File: src/rtl/lim_counter_chain_pkg.sv
// Shared constants and helpers for the limited-modulus counter chain.
package lim_cnt_pkg;

  localparam logic DIR_UP   = 1'b0;
  localparam logic DIR_DOWN = 1'b1;

  // Stopwatch mm:ss.cc: digit moduli from LSB are 10,10,10,6,10,6
  localparam logic [23:0] SW_LIMITS = 24'h6A6AAA;

  // Extract the w-bit modulus of digit k from a packed limits vector
  function automatic logic [7:0] lim_of(input logic [63:0] limits, input int k,
                                        input int w = 4);
    logic [63:0] mask;
    mask = (64'd1 << w) - 64'd1;
    return 8'((limits >> (k * w)) & mask);
  endfunction

endpackage

File: src/rtl/lim_counter_chain_if.sv
// Control/data bundle between the tick source, the counter chain and the display.
interface lim_counter_chain_if #(
  parameter int N = 6,
  parameter int W = 4
);
  logic           en;
  logic           dir;
  logic           clr;
  logic           load;
  logic [N*W-1:0] load_val;
  logic [N*W-1:0] digits;
  logic           tc;
  logic           load_err;

  modport master (
    output en, dir, clr, load, load_val,
    input  digits, tc, load_err
  );

  modport slave (
    input  en, dir, clr, load, load_val,
    output digits, tc, load_err
  );
endinterface

File: src/rtl/lim_counter_chain_digit.sv
// One registered digit with its own modulus; steps up or down when told to.
module lim_digit
  import lim_cnt_pkg::*;
#(
  parameter int W = 4
) (
  input  logic         clk,
  input  logic         rst_n,
  input  logic         step,
  input  logic         dir,
  input  logic         clr,
  input  logic         load,
  input  logic [W-1:0] ld_val,
  input  logic [W-1:0] limit,
  output logic [W-1:0] q,
  output logic         at_max,
  output logic         at_zero
);

  logic [W-1:0] q_d, q_q;
  logic [W-1:0] lim_m1;

  assign lim_m1  = limit - W'(1);
  assign at_max  = (q_q == lim_m1);
  assign at_zero = (q_q == '0);
  assign q       = q_q;

  // Next digit value: clear, then load (out-of-range forced to 0), then step
  always_comb begin
    q_d = q_q;
    if (clr) begin
      q_d = '0;
    end else if (load) begin
      q_d = (ld_val < limit) ? ld_val : '0;
    end else if (step) begin
      if (dir == DIR_UP) begin
        q_d = at_max ? '0 : q_q + W'(1);
      end else begin
        q_d = at_zero ? lim_m1 : q_q - W'(1);
      end
    end
  end

  // Digit register
  always_ff @(posedge clk or negedge rst_n) begin
    if (!rst_n) begin
      q_q <= '0;
    end else begin
      q_q <= q_d;
    end
  end

endmodule

File: src/rtl/lim_counter_chain.sv
// Cascade of limited-modulus digits with carry/borrow ripple, terminal-count
// pulse (optionally one-shot at a saturated end) and load-range error pulse.
module lim_counter_chain
  import lim_cnt_pkg::*;
#(
  parameter int             N        = 6,
  parameter int             W        = 4,
  parameter logic [N*W-1:0] LIMITS   = (N*W)'(SW_LIMITS),
  parameter bit             HOLD_END = 1'b0
) (
  input  logic                clk,
  input  logic                rst_n,
  lim_counter_chain_if.slave  bus
);

  logic [W-1:0]   q [N];
  logic [N-1:0]   at_max;
  logic [N-1:0]   at_zero;
  logic [N-1:0]   step;
  logic [N-1:0]   ld_bad;
  logic [N:0]     up_chain;
  logic [N:0]     dn_chain;
  logic           at_end;
  logic           count_go;
  logic [N*W-1:0] digits_flat;

  logic tc_d, tc_q;
  logic armed_d, armed_q;
  logic load_err_d, load_err_q;

  // Carry/borrow AND-chains: digit k moves iff all lower digits sit at their end
  always_comb begin
    up_chain[0] = 1'b1;
    dn_chain[0] = 1'b1;
    for (int k = 0; k < N; k++) begin
      up_chain[k+1] = up_chain[k] & at_max[k];
      dn_chain[k+1] = dn_chain[k] & at_zero[k];
    end
  end

  assign at_end   = bus.en & ((bus.dir == DIR_UP) ? up_chain[N] : dn_chain[N]);
  // In hold mode the end step is suppressed so the chain saturates
  assign count_go = bus.en & ~bus.clr & ~bus.load & ~(HOLD_END & at_end);

  for (genvar k = 0; k < N; k++) begin : g_dig
    localparam logic [W-1:0] LIM_K = W'(lim_of(64'(LIMITS), k, W));

    assign step[k]   = count_go & ((bus.dir == DIR_UP) ? up_chain[k] : dn_chain[k]);
    assign ld_bad[k] = (bus.load_val[k*W +: W] >= LIM_K);

    lim_digit #(.W(W)) u_digit (
      .clk     (clk),
      .rst_n   (rst_n),
      .step    (step[k]),
      .dir     (bus.dir),
      .clr     (bus.clr),
      .load    (bus.load),
      .ld_val  (bus.load_val[k*W +: W]),
      .limit   (LIM_K),
      .q       (q[k]),
      .at_max  (at_max[k]),
      .at_zero (at_zero[k])
    );
  end

  // Pack the digit registers into the output bus
  always_comb begin
    digits_flat = '0;
    for (int k = 0; k < N; k++) begin
      digits_flat[k*W +: W] = q[k];
    end
  end

  assign bus.digits   = digits_flat;
  assign bus.tc       = tc_q;
  assign bus.load_err = load_err_q;

  // Terminal count and its one-shot arming; any real movement of the chain re-arms
  always_comb begin
    tc_d       = 1'b0;
    armed_d    = armed_q;
    load_err_d = 1'b0;
    if (bus.clr) begin
      armed_d = 1'b1;
    end else if (bus.load) begin
      armed_d    = 1'b1;
      load_err_d = |ld_bad;
    end else if (bus.en) begin
      if (at_end) begin
        if (HOLD_END) begin
          tc_d    = armed_q;
          armed_d = 1'b0;
        end else begin
          tc_d = 1'b1;
        end
      end else begin
        armed_d = 1'b1;
      end
    end
  end

  // Flag registers
  always_ff @(posedge clk or negedge rst_n) begin
    if (!rst_n) begin
      tc_q       <= 1'b0;
      armed_q    <= 1'b1;
      load_err_q <= 1'b0;
    end else begin
      tc_q       <= tc_d;
      armed_q    <= armed_d;
      load_err_q <= load_err_d;
    end
  end

endmodule

File: src/flat_wrapper.sv
// flat-port wrapper written by rule: the top's interface ports become plain ports
module lim_counter_chain_flat import lim_cnt_pkg::*;
#(
  parameter int             N        = 6,
  parameter int             W        = 4,
  parameter logic [N*W-1:0] LIMITS   = (N*W)'(SW_LIMITS),
  parameter bit             HOLD_END = 1'b0
)
  (clk, rst_n, bus_en, bus_dir, bus_clr, bus_load, bus_load_val, bus_digits, bus_tc, bus_load_err);
  lim_counter_chain_if #(.N(N), .W(W)) bus_i ();
  input  logic clk;
  input  logic rst_n;
  input wire logic [$bits(bus_i.en)-1:0] bus_en;
  input wire logic [$bits(bus_i.dir)-1:0] bus_dir;
  input wire logic [$bits(bus_i.clr)-1:0] bus_clr;
  input wire logic [$bits(bus_i.load)-1:0] bus_load;
  input wire logic [$bits(bus_i.load_val)-1:0] bus_load_val;
  output wire logic [$bits(bus_i.digits)-1:0] bus_digits;
  output wire logic [$bits(bus_i.tc)-1:0] bus_tc;
  output wire logic [$bits(bus_i.load_err)-1:0] bus_load_err;
  assign bus_i.en = bus_en;
  assign bus_i.dir = bus_dir;
  assign bus_i.clr = bus_clr;
  assign bus_i.load = bus_load;
  assign bus_i.load_val = bus_load_val;
  assign bus_digits = bus_i.digits;
  assign bus_tc = bus_i.tc;
  assign bus_load_err = bus_i.load_err;
  lim_counter_chain #(.N(N), .W(W), .LIMITS(LIMITS), .HOLD_END(HOLD_END)) u_core (.clk(clk), .rst_n(rst_n), .bus(bus_i));
endmodule
File: config.mk
export PLATFORM = sky130hd
export DESIGN_NAME = lim_counter_chain_flat
export DESIGN_NICKNAME = d
export VERILOG_FILES = /design/src/rtl/lim_counter_chain_pkg.sv /design/src/rtl/lim_counter_chain_if.sv /design/src/rtl/lim_counter_chain_digit.sv /design/src/rtl/lim_counter_chain.sv /design/src/flat_wrapper.sv
export SDC_FILE = /design/constraint.sdc
export NUM_CORES = 1
export LEC_CHECK = 0
export ABC_CLOCK_PERIOD_IN_PS = 2500
export CAP_MARGIN = 0
export CORE_MARGIN = 1.5
export CORE_UTILIZATION = 35
export CTS_CLUSTER_SIZE = 8
export DETAILED_ROUTE_END_ITERATION = 6
export PLACE_DENSITY = 0.7
export SLEW_MARGIN = 20
export SYNTH_ARGS = -nofsm -noshare
export SYNTH_HDL_FRONTEND = slang
export SYNTH_SLANG_ARGS = --single-unit
export TNS_END_PERCENT = 100
File: constraint.sdc
create_clock -name clk -period 2.5 [get_ports clk]
set_input_delay 0.625 -clock clk [delete_from_list [all_inputs] [get_ports clk]]
set_output_delay 0.625 -clock clk [all_outputs]
set_load 0.005 [all_outputs]
# Yosys cells after proc, flatten, opt, wreduce, memory -nomap -nowiden
# Cells that the tools add are included.
[op_classes] n_bitwise=20 add_sub_neg=12 n_eq_ne=6 muxes=54 order_cmp=12 reduce_logical=13
[op_table] operator="4-bit 2-to-1 mux" n=42
[op_table] operator="4-bit by 1-bit adder with 4-bit output, second input constant" n=6
[op_table] operator="4-bit zero test" n=6
[op_table] operator="4-bit by 1-bit subtractor with 4-bit output, second input constant" n=6
[op_table] operator="1-bit bitwise AND" n=18
[op_table] operator="3-bit nonzero test" n=6
[op_table] operator="4-bit == test, second input constant" n=4
[op_table] operator="4-bit greater-or-equal comparator, second input constant" n=4
[op_table] operator="4-bit less-than comparator, second input constant" n=4
[op_table] operator="1-bit 2-to-1 mux" n=12
[op_table] operator="4-bit by 3-bit == test with 1-bit output, second input constant" n=2
[op_table] operator="4-bit by 3-bit greater-or-equal comparator with 1-bit output, second input constant" n=2
[op_table] operator="4-bit by 3-bit less-than comparator with 1-bit output, second input constant" n=2
[op_table] operator="6-bit OR reduction" n=1
[op_table] operator="1-bit NOT" n=2
[totals] ff_bits=26 in_bits=30 output_inout_bits=26

# Logic depth before layout (Yosys ltp)
[depth] depth_word=12 depth_mapped=8 mapped_depth_nobuf=7

# By module
# Synthesis repeated with hierarchy kept, for this count alone.
[unflattened] hier_cells=540 area_unflattened_um2=4255.3
[modules_own_cells] mod="lim_digit" instances=6 cells_each=84 seq_area_each_um2=100.1 area_each_um2=665.6
[modules_own_cells] mod="lim_counter_chain" instances=1 cells_each=36 seq_area_each_um2=50.0 area_each_um2=261.5

# Worst setup path before layout
# OpenSTA, ideal clock, no wires.
[synth_path] kind="input to register" start="input bus_clr" end="register u_core.g_dig[5].u_digit.q_q[2]" setup_time_ps=122 stages=6 n_path_buf=2 arrival_ps=2050 path_slack_ps=329 cell_sequence="buf_2 or2_1 clkbuf_1 a211o_1 a2111o_1 a32o_1"
[synth_between] elab_chain_cells=5 word_cells_on_any_way=6 cone_classes="1 x mux; 4 x bitwise; 1 x reduce/logical"
[synth_rtl] item="start, declared" line_no="flat_wrapper.sv:15" source="input wire logic [$bits(bus_i.clr)-1:0] bus_clr;"
[synth_rtl] item="1-bit NOT" line_no="lim_counter_chain.sv:43" source="assign count_go = bus.en & ~bus.clr & ~bus.load & ~(HOLD_END & at_end);"
[synth_rtl] item="1-bit bitwise AND (2 in a row)" line_no="lim_counter_chain.sv:43"
[synth_rtl] item="1-bit bitwise AND" line_no="lim_counter_chain.sv:48" source="assign step[k] = count_go & ((bus.dir == DIR_UP) ? up_chain[k] : dn_chain[k]);"
[synth_rtl] item="3-bit nonzero test (no source line)"
[synth_rtl] item="end signal, assigned" line_no="lim_counter_chain_digit.sv:49" source="q_q <= q_d;"
[synth_rtl] item="end, declared" line_no="lim_counter_chain_digit.sv:20" source="logic [W-1:0] q_d, q_q;"
# Several ways; a longest one is shown, not always the timed one.
# A chain may end at the register's enable or synchronous reset.

# Worst setup path after layout
[layout_path] start="input bus_dir" end="register u_core.g_dig[5].u_digit.q_q[3]"
[layout_between] elab_chain_cells=4 word_cells_on_any_way=7 cone_classes="5 x mux; 1 x bitwise; 1 x reduce/logical"
[layout_rtl] item="start, declared" line_no="flat_wrapper.sv:14" source="input wire logic [$bits(bus_i.dir)-1:0] bus_dir;"
[layout_rtl] item="4-bit 2-to-1 mux" line_no="lim_counter_chain_digit.sv:36" source="if (dir == DIR_UP) begin"
[layout_rtl] item="4-bit 2-to-1 mux" line_no="lim_counter_chain_digit.sv:35" source="end else if (step) begin"
[layout_rtl] item="4-bit 2-to-1 mux" line_no="lim_counter_chain_digit.sv:33" source="end else if (load) begin"
[layout_rtl] item="4-bit 2-to-1 mux" line_no="lim_counter_chain_digit.sv:31" source="if (clr) begin"
# Several ways; a longest one is shown, not always the timed one. The select of a mux whose other input is x is not followed.

==> out/metrics.yaml <==
power_and_ir_drop:
  p_leak_nw: 1.33
  p_per_area_mw_per_mm2: 408
  vdd_ir_drop_max_mv: 0.205
  power_w: 0.00137
clock_tree:
  cts_max_level: 1
  path_clk_slew_ns: 0.11
  cts_tree: "yes"
  cts_hold_buf: 0
  clk-insertion-delay-late_ns: 0.29
  root_buffer: "clkbuf_8"
  clkSinkCount: 26
  ctsResizeCount: 0
  clk_path_buf_depth: 2
  postCtsSetupBuffers: 0
  cts_made_buffers: 3
synthesis:
  synthCells: 317
  synthesis.nets: 355
  synthFlopType: "dfrtp_1"
  synth.distinct_cells: 69
  avgSynthCellArea_sq_um: 7.95
  ys_seq_area_frac: 0.258
  synth_warnings: 0
  ys_seq_elements: 26
  post_synth_instance_area_sq_mm: 0.00252
  synth_edf_count: 0
  async_flop_share: 1.00
route:
  drtPass1Iterations: 5
  drcViolationCount: 0
  wl_per_cell_um: 15.7
  vias_per_cell: 5.61
  finalWirelength_mm: 7.46
  first_iter_violations: 227
  detail-route-antenna-nets: 0
  vias: 2671
floorplan:
  die_area_sq_mm: 0.00771
  die_h_um: 87.8
  initial_core_util: 0.367
  rows: 30
  coreArea_sq_mm: 0.00687
  fp.dieW_um: 87.8
  io_pins: 56
worst_hold_path:
  hold_path.class: "flop to flop"
setup_path:
  cpPeakStageDelay_ns: 0.59
  required_ns: 2.74
  crit_slowest_cell: "clkdlybuf4s50_1"
  critPathMaxFanout: 6
  startpoint_type: "primary input"
  crit_type: "primary input to flop"
  worstPathArrival_ns: 2.52
  crit_path_cell_trace: "clkdlybuf4s50_1, nor2b_1, and4_1, a31oi_1, buf_4, o31ai_1, o311a_1"
  endpoint_kind: "flop"
layout:
  drive_gt1_frac: 0.132
  stdcell_count: 476
  fin_util: 0.489
  finalNetCount: 419
  num_antenna_cells: 0
  area_growth_pct: 33.4
placement:
  port_buffers: 55
  dp.cells: 472
  post-place-ws_ns: -0.0615
  place.gp.congestion: 0.895
  place_hpwl_mm: 5.54
sta:
  hold_ws_ns: 0.690
  period_minus_slack_ns: 2.28
  tightest_slew_ns: 0.584
  fin_skew_ns: 0.00919
  period_share: 0.912
  fin_ws_ns: 0.219
  max_freq_ghz: 0.438
  rsz0062_at_grt: "no"
  drv_slew: 0
  slew_headroom: 0.606
  hold_viol: 0
  setup_viol: 0
run:
  max_cap_violations: 0
grt:
  grt_max_degree: 27
  grt_first_pass_wirelength_mm: 12.2
  track_usage: 0.200
  grt_pass1_vias: 2536
  grt-ovfl-total: 0
  antenna_found_initial: 0
status:
  status: "completed"
-- cells in the mapped netlist, types with 7 or more instances --
master,number,area share
ha_1,8,0.040
clkbuf_1,11,0.016
nand2b_1,12,0.030
o21ai_0,21,0.042
nor3b_1,7,0.021
nor2b_1,9,0.022
buf_2,8,0.016
mux2_2,7,0.031
dfrtp_1,26,0.26
nor2_1,23,0.034
a21oi_1,21,0.042
nand3_1,7,0.014
inv_1,14,0.021
nand2_1,27,0.040
-- stage by stage --
step	setup TNS, ns	area (sq um)
2_1_floorplan	0	2520
3_3_place_gp	0	3280
3_5_place_dp	-0.159	3280
4_1_cts	0	3350
5_1_grt	0	3360
6_report	0	3360
-- per-layer routing --
metal,part of all wire,vias to the layer above,GRT usage
met2,0.46,81,0.327
li1,-,1318,-
met3,0.054,8,0.0273
met1,0.47,1264,0.275
met5,0,-,0
met4,0.014,0,0.0577
-- where the power goes --
part	switching (W)	internal (W)	total [W]
logic	0.000233	0.000265	0.000498
registers	0.0000513	0.000446	0.000498
clock network	0.000159	0.000215	0.000374
total	0.000443	0.000926	0.00137
-- flip-flops by register name (all words and copies together) (netlist names) --
name                    cells
u_core.bus.load_err         1
u_core.bus.tc               1
u_core.g_dig.u_digit.q     24
-- cell usage in the layout (no fill, tap or decap), drive strengths merged, types with 4 or more instances in the layout --
| master | instances |
|---|---|
| clkdlybuf4s50 | 55 |
| buf | 28 |
| nand2 | 27 |
| dfrtp | 26 |
| nor2 | 23 |
| o21ai | 21 |
| a21oi | 21 |
| inv | 14 |
| nand2b | 12 |
| nor2b | 9 |
| ha | 8 |
| nor3b | 8 |
| nand3 | 7 |
| mux2 | 7 |
| a31oi | 7 |
| nor3 | 6 |
| a22o | 5 |
| and3 | 4 |
| nand3b | 4 |
| o31ai | 4 |
| a21o | 4 |
| o22ai | 4 |
| o211ai | 4 |
-- worst max-delay path: cells and delay by family --
kind            cells  cell delay (ns)
compound gates      3             0.60
buf+inv             2             0.80
simple gates        2             0.48
-- cells by family after synthesis --
group,synth area share
AND/OR/NAND/NOR,0.275
AO/OA/AOI/OAI,0.317
buffers and inverters,0.0685
flip-flops,0.258
adder cells (fa/ha/maj),0.0397
multiplexers,0.0313
XOR/XNOR,0.0104
-- area by class of cell --
| class | count | area (sq um) |
|---|---|---|
| clock inverter | 1 | 30.0 |
| inverter | 15 | 56.3 |
| timing repair buffer | 83 | 761 |
| clock buffer | 3 | 41.3 |
| fill | 671 | 3510 |
| tap | 96 | 120 |
| sequential | 26 | 651 |
| multi-input combinational | 252 | 1700 |
-- final timing paths --
kind / cells past startpoint / endpoint / startpoint / slack [ns]
worst min-delay path: 2 / u_core.g_dig[4].u_digit.q[1]$_DFFE_PN0P_ / u_core.g_dig[4].u_digit.q[1]$_DFFE_PN0P_ / 0.69
worst max register to register: 7 / u_core.g_dig[5].u_digit.q[2]$_DFFE_PN0P_ / u_core.g_dig[0].u_digit.q[1]$_DFFE_PN0P_ / 0.28
worst min register to register: 2 / u_core.g_dig[4].u_digit.q[1]$_DFFE_PN0P_ / u_core.g_dig[4].u_digit.q[1]$_DFFE_PN0P_ / 0.69
max in group asynchronous: 2 / u_core.g_dig[1].u_digit.q[3]$_DFFE_PN0P_ / rst_n / 1.51
min in group asynchronous: 2 / u_core.g_dig[4].u_digit.q[3]$_DFFE_PN0P_ / rst_n / 0.71
worst max-delay path: 7 / u_core.g_dig[5].u_digit.q[3]$_DFFE_PN0P_ / bus_dir / 0.22
Note: power is estimated with default switching activity, not from simulation.
